File: src/rtl/game_pkg.sv
// Types and defaults shared by the jump-input path, the game FSM and the display driver.
package game_pkg;
    localparam int PWR_W_DEF = 10;

    typedef enum logic [1:0] {
        IDLE     = 2'd0,
        CHARGE   = 2'd1,
        HOLD     = 2'd2,
        WAIT_REL = 2'd3
    } state_t;
endpackage

File: src/rtl/btn_debounce.sv
// Button synchroniser + debouncer with 1-cycle rise/fall pulses; the first settle after reset
// loads the level without producing an edge.
module btn_debounce #(
    parameter int DEB_CNT = 1_000_000
) (
    input  logic clk,
    input  logic rst,
    input  logic btn_raw,
    output logic btn_db,
    output logic rise,
    output logic fall
);
    localparam int CW = $clog2(DEB_CNT > 1 ? DEB_CNT : 2);

    logic          s1, s2;
    logic          db_q;
    logic          settled;
    logic [CW-1:0] cnt;

    always_ff @(posedge clk) begin
        if (rst) begin
            s1      <= 1'b0;
            s2      <= 1'b0;
            btn_db  <= 1'b0;
            db_q    <= 1'b0;
            settled <= 1'b0;
            cnt     <= '0;
        end else begin
            s1   <= btn_raw;
            s2   <= s1;
            db_q <= btn_db;
            if (!settled) begin
                // Track the synced level until it has been stable long enough, then arm edges.
                if (s2 != btn_db) begin
                    btn_db <= s2;
                    cnt    <= '0;
                end else if (cnt == CW'(DEB_CNT - 1)) begin
                    settled <= 1'b1;
                    cnt     <= '0;
                end else begin
                    cnt <= cnt + 1'b1;
                end
            end else if (s2 != btn_db) begin
                if (cnt == CW'(DEB_CNT - 1)) begin
                    btn_db <= s2;
                    cnt    <= '0;
                end else begin
                    cnt <= cnt + 1'b1;
                end
            end else begin
                cnt <= '0;
            end
        end
    end

    assign rise = settled &  btn_db & ~db_q;
    assign fall = settled & ~btn_db &  db_q;
endmodule

File: src/rtl/press_power_capture.sv
// Measures jump-button hold time in ticks and hands it to the game FSM over valid/ready.
// Optional PRESS_TIMEOUT_EN: emit as soon as the level saturates, then wait for release.
module press_power_capture
    import game_pkg::*;
#(
    parameter int DEB_CNT  = 1_000_000,
    parameter int TICK_DIV = 100_000,
    parameter int PWR_W    = PWR_W_DEF,
    parameter int PWR_MAX  = 1023
) (
    input  logic             clk,
    input  logic             rst,
    input  logic             btn_raw,
    input  logic             enable,
    output logic [PWR_W-1:0] power,
    output logic             power_valid,
    input  logic             power_ready,
    output logic             charging,
    output logic [PWR_W-1:0] charge_level
);
    localparam int TW = $clog2(TICK_DIV > 1 ? TICK_DIV : 2);

    logic btn_db, rise, fall;

    btn_debounce #(.DEB_CNT(DEB_CNT)) u_deb (
        .clk     (clk),
        .rst     (rst),
        .btn_raw (btn_raw),
        .btn_db  (btn_db),
        .rise    (rise),
        .fall    (fall)
    );

    state_t           state, nstate;
    logic [PWR_W-1:0] level, nlevel, level_inc;
    logic [TW-1:0]    tick, ntick;
    logic [PWR_W-1:0] npower;
    logic             nvalid;
    logic             wrap, at_max;
`ifdef PRESS_TIMEOUT_EN
    logic             timed_out, ntimed;
`endif

    always_ff @(posedge clk) begin
        if (rst) begin
            state       <= IDLE;
            level       <= '0;
            tick        <= '0;
            power       <= '0;
            power_valid <= 1'b0;
`ifdef PRESS_TIMEOUT_EN
            timed_out   <= 1'b0;
`endif
        end else begin
            state       <= nstate;
            level       <= nlevel;
            tick        <= ntick;
            power       <= npower;
            power_valid <= nvalid;
`ifdef PRESS_TIMEOUT_EN
            timed_out   <= ntimed;
`endif
        end
    end

    assign wrap      = (tick == TW'(TICK_DIV - 1));
    assign at_max    = (level == PWR_W'(PWR_MAX));
    assign level_inc = (wrap && !at_max) ? level + 1'b1 : level;

    always_comb begin
        nstate = state;
        nlevel = level;
        ntick  = tick;
        npower = power;
        nvalid = power_valid;
`ifdef PRESS_TIMEOUT_EN
        ntimed = timed_out;
`endif
        case (state)
            IDLE: begin
                if (rise && enable) begin
                    nstate = CHARGE;
                    nlevel = '0;
                    ntick  = '0;
                end
            end
            CHARGE: begin
                // Losing enable discards the press even if the release lands on the same cycle.
                if (!enable) begin
                    nstate = IDLE;
                end else begin
                    ntick  = wrap ? '0 : tick + 1'b1;
                    nlevel = level_inc;
                    if (fall) begin
                        if (level_inc != '0) begin
                            nstate = HOLD;
                            npower = level_inc;
                            nvalid = 1'b1;
                        end else begin
                            nstate = IDLE;
                        end
                    end
`ifdef PRESS_TIMEOUT_EN
                    else if (level_inc == PWR_W'(PWR_MAX)) begin
                        nstate = HOLD;
                        npower = PWR_W'(PWR_MAX);
                        nvalid = 1'b1;
                        ntimed = 1'b1;
                    end
`endif
                end
            end
            HOLD: begin
                if (power_valid && power_ready) begin
                    nvalid = 1'b0;
                    npower = '0;
                    nstate = IDLE;
`ifdef PRESS_TIMEOUT_EN
                    if (timed_out) begin
                        nstate = WAIT_REL;
                        ntimed = 1'b0;
                    end
`endif
                end
            end
            WAIT_REL: begin
                if (!btn_db) nstate = IDLE;
            end
            default: nstate = IDLE;
        endcase
    end

    assign charging     = (state == CHARGE);
    assign charge_level = charging ? level : '0;
endmodule

File: config.mk
export PLATFORM = sky130hd
export DESIGN_NAME = press_power_capture
export DESIGN_NICKNAME = d
export VERILOG_FILES = /design/src/rtl/game_pkg.sv /design/src/rtl/btn_debounce.sv /design/src/rtl/press_power_capture.sv
export SDC_FILE = /design/constraint.sdc
export NUM_CORES = 1
export LEC_CHECK = 0
export ABC_AREA = 1
export CAP_MARGIN = 30
export CORE_MARGIN = 3
export CORE_UTILIZATION = 45
export DETAILED_ROUTE_END_ITERATION = 16
export HOLD_SLACK_MARGIN = 0.1
export MAX_ROUTING_LAYER = met4
export PLACE_DENSITY_LB_ADDON = 0.08
export SYNTH_ARGS = -nofsm -noshare
export SYNTH_HDL_FRONTEND = slang
export SYNTH_SLANG_ARGS = --single-unit
export TNS_END_PERCENT = 100
File: constraint.sdc
create_clock -name clk -period 2.8 [get_ports clk]
set_input_delay 0.7 -clock clk [delete_from_list [all_inputs] [get_ports clk]]
set_output_delay 0.7 -clock clk [all_outputs]
set_load 0.02 [all_outputs]
# After elaboration in Yosys (flattened, before gate mapping)
# Cells that the tools add are included.
totals:
  regBits: 65
  out_inout_bits: 22
  wordCells: 84
  input_bits: 5
classes:
  addsub: 3
  n_eq_ne: 15
  n_bitwise: 6
  n_reduce_logical: 12
  mux: 37
ops:
  columns: ["cell", "n"]
  rows:
  - ["2-to-1 mux 10 bit", 8]
  - ["2-to-1 mux 20 bit", 4]
  - ["2-to-1 mux 17 bit", 3]
  - ["one-hot mux 10 bit (2 select lines)", 2]
  - ["one-hot mux 17 bit (2 select lines)", 1]
  - ["adder 20 x 1 -> 20 bit, second input constant", 1]
  - ["equality test 20 bit, second input constant", 1]
  - ["adder 17 x 1 -> 17 bit, second input constant", 1]
  - ["equality test 17 bit, second input constant", 1]
  - ["2-to-1 mux 2 bit", 6]
  - ["2-to-1 mux 1 bit", 11]
  - ["adder 10 x 1 -> 10 bit, second input constant", 1]
  - ["equality test 10 bit, second input constant", 1]
  - ["inequality test 2 bit, second input constant", 5]
  - ["nonzero test 10 bit", 1]
  - ["one-hot mux 2 bit (4 select lines)", 1]
  - ["AND reduction 5 bit", 1]
  - ["AND 1 bit", 4]
  - ["equality test 2 bit, second input constant", 2]
  - ["inequality test 2 x 1 -> 1 bit, second input constant", 2]
  - ["AND reduction 4 bit", 1]
  - ["nonzero test 2 bit", 2]
  - ["logical AND 1 bit", 3]
  - ["inequality test 3 x 2 -> 1 bit, second input constant", 1]
  - ["8 further kinds", 9]

# Logic depth before layout (Yosys ltp)
logic_depth:
  word_depth: 9
  mapped_depth: 17

# Hierarchy
# From an unflattened synthesis, not the netlist that was laid out.
hier_totals:
  cells_unflattened: 599
  hier_area_um2: 3878.7
by_module_without_submodules:
  columns: ["module", "n_inst", "area_each_um2", "cells_each"]
  rows:
  - ["press_power_capture", 1, 2543.7, 401]
  - ["btn_debounce", 1, 1335.0, 198]

# Least setup slack after synthesis
# No wires, ideal clock.
synth_path:
  path_kind: "register to register"
  startpoint: "register tick[0]"
  endpoint: "register power[0]"
  required_ns: 2.685
  path_slack_ns: 0.723
  t_arrival_ns: 1.962
  path_stages_with_launch: 17
  path_cell_list: "dfxtp_1 > ha_1 > nand2_2 > nor2_2 > nand3_2 > nor2_4 > nand3_2 > buf_6 > nand2_1 > nand2_1 > nor2_1 > nand2_1 > nor2_2 > nand3_2 > buf_2 > a21oi_1 > nor2_1"
synth_via:
  elab_chain_len: 7
synth_rtl:
  columns: ["item", "line", "rtl"]
  rows:
  - ["start, declared", "press_power_capture.sv:36", "logic [TW-1:0] tick, ntick;"]
  - ["start signal, assigned", "press_power_capture.sv:57", "tick <= ntick;"]
  - ["equality test 17 bit (*)", "press_power_capture.sv:66", "assign wrap = (tick == TW'(TICK_DIV - 1));"]
  - ["logical AND 1 bit (*)", "press_power_capture.sv:68", "assign level_inc = (wrap && !at_max) ? level + 1'b1 : level;"]
  - ["2-to-1 mux 10 bit (*)", "press_power_capture.sv:68", null]
  - ["branches (longest 4 deep; another with nonzero test 10 bit)", null, null]
  - ["end signal, assigned", "press_power_capture.sv:58", "power <= npower;"]
  - ["end, declared", "press_power_capture.sv:15", "output logic [PWR_W-1:0] power,"]
# Every way passes the cells marked *. The select of a mux whose other input is x is not followed.
# A chain may end at the register's enable or synchronous reset.

# Worst setup path after layout
layout_path:
  startpoint: "register state[0]"
  endpoint: "output port charge_level[2]"
layout_via:
  elab_chain_len: 2
layout_rtl:
  columns: ["item", "line", "rtl"]
  rows:
  - ["start, declared", "press_power_capture.sv:34", "state_t state, nstate;"]
  - ["start signal, assigned", "press_power_capture.sv:55", "state <= nstate;"]
  - ["equality test 2 x 1 -> 1 bit", "press_power_capture.sv:133", "assign charging = (state == CHARGE);"]
  - ["2-to-1 mux 10 bit", "press_power_capture.sv:134", "assign charge_level = charging ? level : '0;"]
  - ["end, declared", "press_power_capture.sv:19", "output logic [PWR_W-1:0] charge_level"]
# Every way passes these cells.

==> impl_metrics.yaml <==
layout:
  area_delta_synth_final_pct: 17.1
  fillers: 700
  fin_util_pct: 56.2
  layout-drive-gt1-share_pct: 9.55
  layout.nets: 537
  final_cells: 630
  n_antenna_cell: 0
power_and_ir_drop:
  p_per_area_nw_per_um2: 455
  irDropWorstVdd_v: 0.000232
  comb_power_share_pct: 2.6
  p_sw_share_pct: 22.9
  clkPwrFrac_pct: 45.4
  seqPwrFrac_pct: 52.0
  power_mw: 1.79
  power_leakage_nw: 1.42
  p_int_mw: 1.38
  switchingPower_mw: 0.411
setup_path:
  cpLargestDelayFamily: "buffers and inverters"
  cp_common_cell: "inv_1"
  cp_max_fo: 13
  cpPeakStageDelay_ns: 0.62
  endpoint_kind: "output port"
  path_buf_inv: 3
  path_cells: "inv_1 -> nor2_2 -> inv_1 -> nor2_1 -> clkdlybuf4s50_1"
  crit_type: "register to output port"
  crit_slowest_cell: "clkdlybuf4s50_1"
  worstPathRequired_ns: 2.10
  cp-start-kind: "register"
  cp.arrival_ns: 1.86
hold_path:
  hp-class: "register to register"
timing:
  hold_viol: 0
  min_period_ns: 2.56
  timing.final.crit_share_pct: 91.6
  worst_slew_pin_slew_ns: 0.559
  slew-limit-headroom_pct: 62.7
  slew_viol_final: 0
  clock_skew_ns: 0.00496
  fin_setup_tns_ns: 0
  hold-worst-slack_ns: 0.405
  rsz0062_at_grt: "false"
  setup_violations: 0
  fmax_mhz: 390
logic_synthesis:
  synth_seq_cells: 65
  ys_types: 35
  synth_top_cell_by_area: "dfxtp_1"
  netlist_instances: 499
  synth_top_area_share_pct: 38.6
  syn_nets: 507
  seq_area_frac_synth_pct: 38.6
  syn-cell-area_um2: 3370
  synth.area.top_cells: "dfxtp_1 (39%), nand2_1 (11%), nor2_1 (7.6%), inv_1 (7.1%), a21oi_1 (6.5%)"
  avgSynthCellArea_um2: 6.75
  yosysWarnings: 0
route:
  drc: 0
  ant_nets: 0
  wirelength_mm: 7.54
  wl_per_cell_um: 12.0
  drt_iter0_drc: 136
  vias: 3148
  routed_via_density: 5.00
  first_pass_iters: 4
die:
  die_area_um2: 8560
  initial_core_util_pct: 48.0
  pin_count: 27
  core.rowCount: 30
  die_y_um: 92.5
  core_um2: 7020
  die_w_um: 92.5
clock_tree:
  cts_sinks: 65
  cts_tree: "done"
  cts_setup_buffers: 0
  clk_path_buf_depth: 2
  cts.clk_slew.worst_paths_ns: 0.07
  root_buffer: "clkbuf_8"
  cts_htree_levels: 3
  numCtsBuffers: 9
  clock_latency_ns: 0.34
run:
  cap_violations: 0
placed_design:
  dp.final_hpwl_mm: 5.62
  globalplace.congestion: 0.924
  dp.cells: 614
  port_buffers: 26
run_status:
  outcome: "finished, final reports clean"
global_routing:
  gr-total-overflow: 0
  grt_pass1_vias: 2936
  grtUsageTotal_pct: 19.2
  grt_pass1_wl_mm: 12.9
  antenna_found_initial: 0
  grt_max_degree: 22
-- layout make-up --
type                            instances  area [µm²]  share of cell area (%)
Clock buffer                           10         138                    3.49
Clock inverter                          6        67.6                    1.71
Timing Repair Buffer                   34         320                    8.12
Multi-Input combinational cell        349        1740                    44.0
Inverter                               70         263                    6.66
Tap cell                               96         120                    3.04
Sequential cell                        65        1300                    33.0
-- cell usage in the layout (no fill, tap or decap), types with 8 or more instances in the layout --
cell type	instances
inv_1	64
clkdlybuf4s50_1	26
nor3_1	19
nand2_1	101
a21oi_1	44
nand4_1	12
dfxtp_1	65
o21ai_0	10
clkbuf_8	10
nor2_1	68
nand3_1	32
xor2_1	9
buf_4	8
-- layer usage --
layer  global-route usage, %  routed length, µm  vias up
met3                    5.12                275       10
li1                        -                  -     1673
met2                    31.8               3590       43
met4                    6.93                 94        0
met5                       -                  0        -
met1                    22.5               3580     1422
-- cells by family after synthesis --
kind of cell             synth area share [%]
AO/OA/AOI/OAI                            11.7
XOR/XNOR                                 3.38
flip-flops                               38.6
adder cells (fa/ha/maj)                  1.11
buffers and inverters                    10.1
AND/OR/NAND/NOR                          35.2
-- final timing paths --
check	from	endpoint	slack (ns)	depth (start not counted)
worst max-delay path	state[0]	charge_level[2]	0.24	5
worst max register to register	tick[0]	power[2]	0.37	14
worst min-delay path	u_deb.s1	u_deb.s2	0.41	2
worst min register to register	u_deb.s1	u_deb.s2	0.41	2
-- stage by stage --
step                      worst slack (ns)  instance area [µm²]
after global placement               0.281                 3730
after detailed placement             0.214                 3730
after CTS                            0.216                 3940
final                                0.236                 3950
after floorplan                      0.723                 3370
after global routing                0.0514                 3950
-- worst register-to-register path, cell delays in order (launching register included) --
cell and delay [ns]:
dfxtp_1 0.37, ha_1 0.20, nand2_2 0.08, nor2_2 0.17, nand3_2 0.12, nor2_4 0.15
nand3_2 0.22, nand2_1 0.12, nand2_1 0.10, nor2_1 0.11, nand2_1 0.07, nor2_2 0.15
nand3_4 0.22, a21oi_1 0.20, nor2_1 0.06
-- sequential cells by signal (all words and copies together) (netlist names), 2 cells and up --
register	count
state	2
level	10
tick	17
u_deb.cnt	20
power	10
-- repair_timing --
action | in CTS | in global routing
setup endpoints to repair | 0 | 11
gates resized for setup | 0 | 1
hold buffers | 0 | 0
-- power by group through the flow --
stage / Combinational [mW] / Sequential (mW) / Clock [mW]
2_1_floorplan: 0.0295 / 0.953 / 0
3_3_place_gp: 0.0462 / 0.954 / 0
3_5_place_dp: 0.0470 / 0.954 / 0
4_1_cts: 0.0471 / 0.932 / 0.835
5_1_grt: 0.0543 / 0.933 / 0.883
6_report: 0.0463 / 0.933 / 0.815
-- synth_stat cells, drive strengths merged --
cell and instances:
o211ai 1, o221a 1, a311oi 1, nand3 37
a31oi 4, dfxtp 65, a211oi 5, xor2 9
nand4 12, a221oi 1, clkinv 1, or2 2
o21ai 12, nor3b 3, nand2 108, clkbuf 10
and3 1, nor2 75, ha 3, o22ai 1
buf 5, nor3 19, a21oi 44, xnor2 4
nor4 5, inv 69, o31ai 1
No activity file was read; power rests on OpenSTA's default activity.
